[config.mk]
export PLATFORM = sky130hd
export DESIGN_NAME = datapath_param
export DESIGN_NICKNAME = d
export VERILOG_FILES = /design/src/rtl/datapath_param.sv
export SDC_FILE = /design/constraint.sdc
export NUM_CORES = 1
export LEC_CHECK = 0
export ABC_AREA = 0
export CAP_MARGIN = 30
export CORE_MARGIN = 2
export CORE_UTILIZATION = 31
export DETAILED_ROUTE_END_ITERATION = 16
export GPL_TIMING_DRIVEN = 0
export PLACE_DENSITY = 0.6
export SLEW_MARGIN = 0
export SYNTH_ARGS = -nofsm -noshare
export SYNTH_HDL_FRONTEND = slang
export SYNTH_SLANG_ARGS = --single-unit
[constraint.sdc]
create_clock -name Clk -period 7.5 [get_ports Clk]
set_clock_uncertainty 0.15 [all_clocks]
set_input_delay 1.5 -clock Clk [delete_from_list [all_inputs] [get_ports Clk]]
set_output_delay 1.5 -clock Clk [all_outputs]
set_load 0.005 [all_outputs]
[src/rtl/datapath_param.sv]
// datapath_param: parametrised LC-3 datapath with a priority bus, contention flag
// and a handshaked memory port that gives up after TIMEOUT request cycles.
module datapath_param #(
   parameter int               WIDTH    = 16,
   parameter logic [WIDTH-1:0] PC_RESET = '0,
   parameter int               TIMEOUT  = 64
) (
   input  logic             Clk,
   input  logic             Reset,
   input  logic             GATEPC,
   input  logic             GATEMDR,
   input  logic             GATEALU,
   input  logic             GATEMARMUX,
   input  logic             LD_MAR,
   input  logic             LD_MDR,
   input  logic             LD_IR,
   input  logic             LD_PC,
   input  logic             LD_CC,
   input  logic             LD_BEN,
   input  logic             LD_REG,
   input  logic             DRMUX,
   input  logic             SR1MUX,
   input  logic             SR2MUX,
   input  logic             ADDR1MUX,
   input  logic [1:0]       PCMUX,
   input  logic [1:0]       ADDR2MUX,
   input  logic [1:0]       ALUK,
   input  logic             MEM_RD,
   input  logic             MEM_WR,
   input  logic             MEM_ACK,
   input  logic [WIDTH-1:0] MEM_RDATA,
   input  logic             MEM_ERR_CLR,
   output logic             MEM_REQ,
   output logic             MEM_WE,
   output logic [WIDTH-1:0] MEM_ADDR,
   output logic [WIDTH-1:0] MEM_WDATA,
   output logic             MEM_DONE,
   output logic             MEM_ERR,
   output logic             BUS_ERR,
   output logic [WIDTH-1:0] BUS,
   output logic [WIDTH-1:0] PC,
   output logic [WIDTH-1:0] IR,
   output logic [WIDTH-1:0] MAR,
   output logic [WIDTH-1:0] MDR,
   output logic [2:0]       NZP,
   output logic             BEN_OUT
);
   localparam int CW = $clog2(TIMEOUT + 1);

   typedef enum logic [1:0] {IDLE, RD_WAIT, WR_WAIT} state_t;

   state_t           state_q, state_d;
   logic [CW-1:0]    cnt_q, cnt_d;
   logic [WIDTH-1:0] pc_q, pc_d, ir_q, ir_d, mar_q, mar_d, mdr_q, mdr_d;
   logic [WIDTH-1:0] rf_q [8];
   logic [WIDTH-1:0] rf_d [8];
   logic [2:0]       nzp_q, nzp_d;
   logic             ben_q, ben_d, done_q, done_d, err_q, err_d;
   logic [2:0]       sr1, sr2, dr;
   logic [WIDTH-1:0] sr1_val, sr2_val, off6, off9, off11, imm5;
   logic [WIDTH-1:0] addr1, addr2, adder, alu_b, alu, bus;
   logic             req, rd_ack, timeout;

   always_comb begin
      sr1     = SR1MUX ? ir_q[8:6] : ir_q[11:9];
      sr2     = ir_q[2:0];
      dr      = DRMUX ? 3'd7 : ir_q[11:9];
      sr1_val = rf_q[sr1];
      sr2_val = rf_q[sr2];
      off6    = {{(WIDTH-6){ir_q[5]}}, ir_q[5:0]};
      off9    = {{(WIDTH-9){ir_q[8]}}, ir_q[8:0]};
      off11   = {{(WIDTH-11){ir_q[10]}}, ir_q[10:0]};
      imm5    = {{(WIDTH-5){ir_q[4]}}, ir_q[4:0]};
      addr1   = ADDR1MUX ? sr1_val : pc_q;
      addr2   = ADDR2MUX == 2'd0 ? '0 : ADDR2MUX == 2'd1 ? off6 : ADDR2MUX == 2'd2 ? off9 : off11;
      adder   = addr1 + addr2;
      alu_b   = SR2MUX ? imm5 : sr2_val;
      alu     = ALUK == 2'd0 ? sr1_val + alu_b :
                ALUK == 2'd1 ? sr1_val & alu_b :
                ALUK == 2'd2 ? ~sr1_val : sr1_val;
      // priority mux stands in for the tri-state bus; contention is only flagged
      bus     = GATEMDR ? mdr_q : GATEPC ? pc_q : GATEMARMUX ? adder : GATEALU ? alu : '0;
   end

   always_comb begin
      req     = state_q != IDLE;
      rd_ack  = state_q == RD_WAIT && MEM_ACK;
      timeout = req && !MEM_ACK && cnt_q == CW'(TIMEOUT - 1);
      state_d = !req ? (MEM_RD ? RD_WAIT : MEM_WR ? WR_WAIT : IDLE) :
                (MEM_ACK || timeout) ? IDLE : state_q;
      cnt_d   = req ? cnt_q + 1'b1 : '0;
      done_d  = req && MEM_ACK;
      err_d   = timeout || (err_q && !MEM_ERR_CLR);
   end

   always_comb begin
      pc_d  = !LD_PC ? pc_q :
              PCMUX == 2'd0 ? pc_q + 1'b1 :
              PCMUX == 2'd1 ? bus :
              PCMUX == 2'd2 ? adder : pc_q;
      ir_d  = LD_IR ? bus : ir_q;
      mar_d = (LD_MAR && !req) ? bus : mar_q;
      mdr_d = rd_ack ? MEM_RDATA : LD_MDR ? bus : mdr_q;
      nzp_d = LD_CC ? {bus[WIDTH-1], bus == '0, !bus[WIDTH-1] && bus != '0} : nzp_q;
      ben_d = LD_BEN ? |(nzp_q & ir_q[11:9]) : ben_q;
      for (int i = 0; i < 8; i++)
         rf_d[i] = (LD_REG && dr == 3'(i)) ? bus : rf_q[i];
   end

   always_ff @(posedge Clk) begin
      if (Reset) begin
         state_q <= IDLE;
         cnt_q   <= '0;
         pc_q    <= PC_RESET;
         ir_q    <= '0;
         mar_q   <= '0;
         mdr_q   <= '0;
         nzp_q   <= '0;
         ben_q   <= 1'b0;
         done_q  <= 1'b0;
         err_q   <= 1'b0;
         rf_q    <= '{default: '0};
      end else begin
         state_q <= state_d;
         cnt_q   <= cnt_d;
         pc_q    <= pc_d;
         ir_q    <= ir_d;
         mar_q   <= mar_d;
         mdr_q   <= mdr_d;
         nzp_q   <= nzp_d;
         ben_q   <= ben_d;
         done_q  <= done_d;
         err_q   <= err_d;
         rf_q    <= rf_d;
      end
   end

   assign MEM_REQ   = req;
   assign MEM_WE    = state_q == WR_WAIT;
   assign MEM_ADDR  = mar_q;
   assign MEM_WDATA = mdr_q;
   assign MEM_DONE  = done_q;
   assign MEM_ERR   = err_q;
   assign BUS_ERR   = (GATEMDR && (GATEPC || GATEMARMUX || GATEALU)) ||
                      (GATEPC && (GATEMARMUX || GATEALU)) || (GATEMARMUX && GATEALU);
   assign BUS       = bus;
   assign PC        = pc_q;
   assign IR        = ir_q;
   assign MAR       = mar_q;
   assign MDR       = mdr_q;
   assign NZP       = nzp_q;
   assign BEN_OUT   = ben_q;
endmodule

Yosys cells after proc, flatten, opt, wreduce, memory -nomap -nowiden

Cells that the tools add are included.

Add/sub/neg operators: 4
$lt $le $gt $ge: 2
Equality and inequality tests: 17
Multiplexer cells: 29
Bitwise logic cells: 6
Reductions and logical operators: 41

Operators by type and width:

| cell                  | count |
|---|---|
| $mux 16               | 21 |
| $bmux 16 s3           | 2 |
| $add 16x16->16        | 2 |
| $logic_and 1x1->1     | 18 |
| $add 16x1->16 const B | 1 |
| $and 16x16->16        | 1 |
| $logic_not 16->1      | 1 |
| $not 16->16           | 1 |
| $reduce_bool 16->1    | 1 |
| $eq 3x3->1 const B    | 4 |
| $eq 2x1->1 const B    | 4 |
| $eq 2x2->1 const B    | 4 |
| $ge 4x4->1 const B    | 2 |
| $mux 2                | 4 |
| $not 3->4             | 2 |
| $add 7x1->7 const B   | 1 |
| $eq 7x6->1 const B    | 1 |
| $logic_or 1x1->1      | 7 |
| $eq 3x2->1 const B    | 2 |
| $logic_not 2->1       | 3 |
| $mux 3                | 2 |
| $logic_not 1->1       | 4 |
| $reduce_bool 2->1     | 2 |
| $and 3x3->3           | 1 |
| 8 further kinds       | 8 |

Bits in registers: 207
Input bits: 43
Word-level logic and storage cells: 117

Longest topological paths before layout

Depth after elaboration: 15
Depth in mapped cells: 20
Mapped depth without buffers: 17

Worst setup path after synthesis

OpenSTA, ideal clock, no wires.

Path kind: input-to-output
Start: input SR1MUX
End: output BUS[12]
Arrival time: 5.432 ns
Slack: 0.418 ns
Stages: 16
Buffers on the path: 3
Path through: mux2i_4 > buf_4 > mux4_2 > mux2i_1 > a21oi_1 > ha_1 > clkbuf_1 > a21o_1 > a21o_1 > a2111oi_0 > nor2_1 > xor2_1 > a21o_1 > a21oi_1 > clkbuf_1 > inv_1

Cells in the longest elaborated chain, start to end: 13
Elaborated cells between the ends (all ways): 17
Those cells by class: 2 x add/sub; 12 x mux; 3 x bitwise

Ends and longest elaborated chain:

| what                                                                   | RTL line | text |
|---|---|---|
| start, declared                                                        | 22       | `input logic SR1MUX,` |
| $mux 3 *                                                               | 65       | `sr1 = SR1MUX ? ir_q[8:6] : ir_q[11:9];` |
| $not 3->4 (not written as such) *                                      | 68       | `sr1_val = rf_q[sr1];` |
| $bmux 16 s3 *                                                          | 68       |  |
| $mux 16 (not written as such) * (2 in series)                          | 68       |  |
| parallel branches: the longest is 5 deep, another holds $add 16x16->16 | --       |  |
| $mux 16 * (3 in series)                                                | 82       | `bus = GATEMDR ? mdr_q : GATEPC ? pc_q : GATEMARMUX ? adder : GATEALU ? alu : '0;` |
| end, declared                                                          | 40       | `output logic [WIDTH-1:0] BUS,` |

Every way passes the cells marked *. The select of a mux whose other input is x is not followed.

Worst setup path after layout

Start: input SR1MUX
End: output BUS[14]

Same word-level chain as after synthesis.

==> results.sh <==
export IMPL_outcome="finished, violations left"
export IMPL_violations="setup timing"
export IMPL_syn_area_per_cell_sq_um=8.05
export IMPL_ir_drop_v=0.000175
export IMPL_io_pins=164
export IMPL_switchingPower_mw=1.11
export IMPL_cts_buffers=25
export IMPL_antenna_cells=0
export IMPL_crit_type="in -> out"
export IMPL_setup_slack_ps=-86.1
export IMPL_slew_viol_final=0
export IMPL_critPathTopFamily="compound AO/OA/AOI/OAI gates"
export IMPL_cts_root_buf="clkbuf_16"
export IMPL_pwr_share_seq_pct=35.7
export IMPL_synthTopCellsByCount="223 x nor2_1, 217 x nand2_1, 207 x dfxtp_1"
export IMPL_grt_antenna_before_repair=3
export IMPL_yosysUniqueCellTypes=78
export IMPL_drc_errors=0
export IMPL_critPathBufInv=5
export IMPL_hold_ws_ps=303
export IMPL_ys_seq_area_share_pct=31.1
export IMPL_place_area_sq_mm=0.0157
export IMPL_drive_gt1_share_pct=15.6
export IMPL_cp_max_fo=4
export IMPL_cts_sinks=207
export IMPL_yosysWarnings=0
export IMPL_nFillCells=4275
export IMPL_ys_seq_elements=207
export IMPL_leakage_nw=6.50
export IMPL_grt_max_degree=15
export IMPL_crit_arrival_ps=5940
export IMPL_syn_area_sq_mm=0.0133
export IMPL_fin_total_pwr_mw=3.39
export IMPL_cts_buffer_depth=3
export IMPL_period_share_pct=101
export IMPL_grt_overflow=0
export IMPL_fmax_mhz=132
export IMPL_die_w_um=211
export IMPL_p_per_area_mw_per_mm2=194
export IMPL_area_delta_synth_final_pct=31.3
export IMPL_synthCells=1656
export IMPL_grt_pass1_wl_um=84500
export IMPL_utilization_pct=41.5
export IMPL_cts_max_level=1
export IMPL_grt_use_met1_pct=33.4
export IMPL_crit_required_ps=5850
export IMPL_final_cells=2451
export IMPL_hold_path_class="reg -> reg"
export IMPL_pwr_share_clk_pct=36.7
export IMPL_rsz0062_at_grt="yes"
export IMPL_grt_usage_pct=25.3
export IMPL_multiInputGateArea_sq_mm=0.00871
export IMPL_max_cap_violations=0
export IMPL_routed_wl_um=58500
export IMPL_die_area_sq_mm=0.0447
export IMPL_cpPeakStageDelay_ps=510
export IMPL_yosys_top_cells_area="dfxtp_1 31%, mux4_2 8.3%, a211oi_1 6.9%"
export IMPL_cp_slowest_cell="clkdlybuf4s50_1"
export IMPL_combPwrFrac_pct=27.6
export IMPL_coreArea_sq_mm=0.0422
export IMPL_endpoint_kind="primary output"
export IMPL_drtPass1Iterations=6
export IMPL_dp_hpwl_um=43200
export IMPL_dieHeight_um=211
export IMPL_final_nets=1974
export IMPL_setup_tns_ps=-163
export IMPL_preCtsSetupSlack_ps=-2250
export IMPL_grt_use_met3_pct=5.37
export IMPL_relSlewSlack_pct=18.3
export IMPL_place_inst=2361
export IMPL_cts_clk_slew_worst_paths_ps=60
export IMPL_swShare_pct=32.8
export IMPL_start_util_pct=31.6
export IMPL_worst_pin_slew_ps=1190
export IMPL_cts_tree="yes"
export IMPL_busiest_layer="met2"
export IMPL_ant_nets=0
export IMPL_synth_most_common_cell="nor2_1"
export IMPL_regArea_sq_mm=0.00414
export IMPL_fin_crit_ps=7590
export IMPL_rows=75
export IMPL_setup_viol=2
export IMPL_cp_start_kind="input pin"
export IMPL_synth_nets=1734
export IMPL_grt_pass1_vias=13100
export IMPL_ys_async_sr_fraction_pct=0
export IMPL_fin_area_sq_mm=0.0175
export IMPL_vias=14000
export IMPL_insertion_delay_ps=570
export IMPL_finalHoldViolCount=0
export IMPL_crit_chain="buf_6 > mux2i_4 > buf_12 > buf_4 > mux2i_4 > a32oi_2 > and2_4 > mux2_2 > ha_2 > fa_2 > a211oi_2 > o21ai_2 > a2111oi_4 > o31ai_1 > xor2_1 > nand2_1 > a31oi_4 > buf_6 > clkdlybuf4s50_1"
export IMPL_dr_first_iter_drc_count=1416
export IMPL_synth_top_cell_by_area="dfxtp_1"
export IMPL_port_buffers=156
export IMPL_avgViaCountPerCell=5.73
export IMPL_grt_use_met2_pct=40.2
export IMPL_internal_power_mw=2.28
export IMPL_synth_edf_count=0
export IMPL_yosys_area_top_type_share_pct=31.1
export IMPL_synth_ff_type="dfxtp_1"
export IMPL_detail_route_wl_per_cell_um=23.9
export IMPL_globalplace_congestion=0.944
-- metal layers --
layer  routed length, um  share of wire [%]  vias up
met3                5180                8.8      164
li1                    -                  -     6374
met2               26100                 45      653
met5                  13              0.022        -
met1               24700                 42     6839
met4                2620                4.5        2
-- final cells by class --
type,instances,share of cell area [%]
Buffer,154,4.81
Clock buffer,33,3.97
Clock inverter,10,0.700
Inverter,50,1.07
Multi-Input combinational cell,1236,49.7
Sequential cell,207,23.7
Tap cell,539,3.85
Timing Repair Buffer,222,12.2
-- cell usage in the layout, fill, tap and decap left out, types with 13 or more instances in the layout --
cell,netlist,layout
nor2_1,223,222
nand2_1,217,216
dfxtp_1,207,207
a21oi_1,171,161
clkdlybuf4s50_1,0,153
a211oi_1,123,117
clkbuf_1,104,89
buf_4,40,89
mux2i_1,68,61
mux4_2,49,49
inv_1,48,48
nand3_1,35,35
o21ai_0,38,30
xnor2_1,28,28
clkbuf_16,0,25
ha_1,33,22
nor2b_1,21,20
o21ai_1,10,16
nand2b_1,17,16
a21o_1,14,14
buf_6,1,13
-- power by group through the flow --
stage          Sequential (mW)  Clock, mW  Combinational, mW
4_1_cts                   1.21       1.25              0.880
5_1_grt                   1.22       1.30              0.992
3_5_place_dp              1.23          0              0.807
2_1_floorplan             1.21          0              0.465
3_3_place_gp              1.23          0              0.792
6_report                  1.21       1.24              0.936
-- sequential cells by signal, summed over array words and instances (netlist names) --
name / flops
PC: 16
MAR: 16
IR: 16
MEM_ERR: 1
cnt_q: 7
BEN_OUT: 1
MDR: 16
NZP: 3
state_q: 2
MEM_DONE: 1
rf_q: 128
-- repair_timing --
action                                  4_1_cts  5_1_grt
cloned                                        0        1
endpoints found under the setup margin       16       14
hold buffers                                  0        0
pin swaps                                    24       27
buffers inserted                             35       20
resized for setup                            94       61
-- path summary, 6_finish.rpt --
path / start / end / slack, ps / cells past startpoint
max: SR1MUX / BUS[14] / -90 / 19
min reg2reg: cnt_q[0] / cnt_q[0] / 300 / 1
max reg2reg: IR[1] / NZP[0] / 1830 / 21
min: cnt_q[0] / cnt_q[0] / 300 / 1
-- kinds of logic (layout without fill, tap and decap cells) --
| group | after synthesis | after routing | synth area share (%) |
|---|---|---|---|
| compound gates | 434 | 434 | 20.8 |
| xor+xnor | 40 | 40 | 2.74 |
| fa+ha+maj | 36 | 36 | 3.47 |
| buf+inv | 213 | 469 | 7.23 |
| flops | 207 | 207 | 31.1 |
| mux | 132 | 132 | 15.1 |
| simple gates | 594 | 594 | 19.6 |
-- worst reg2reg max path, delay by kind of cell, from the launching register on --
family	cells	cell delay (ps)
AND/OR/NAND/NOR	5	1400
AO/OA/AOI/OAI	7	1030
flip-flops	1	370
adder cells (fa/ha/maj)	2	500
buffers and inverters	6	1680
multiplexers	1	410
Note: power is estimated with default switching activity, not from simulation.
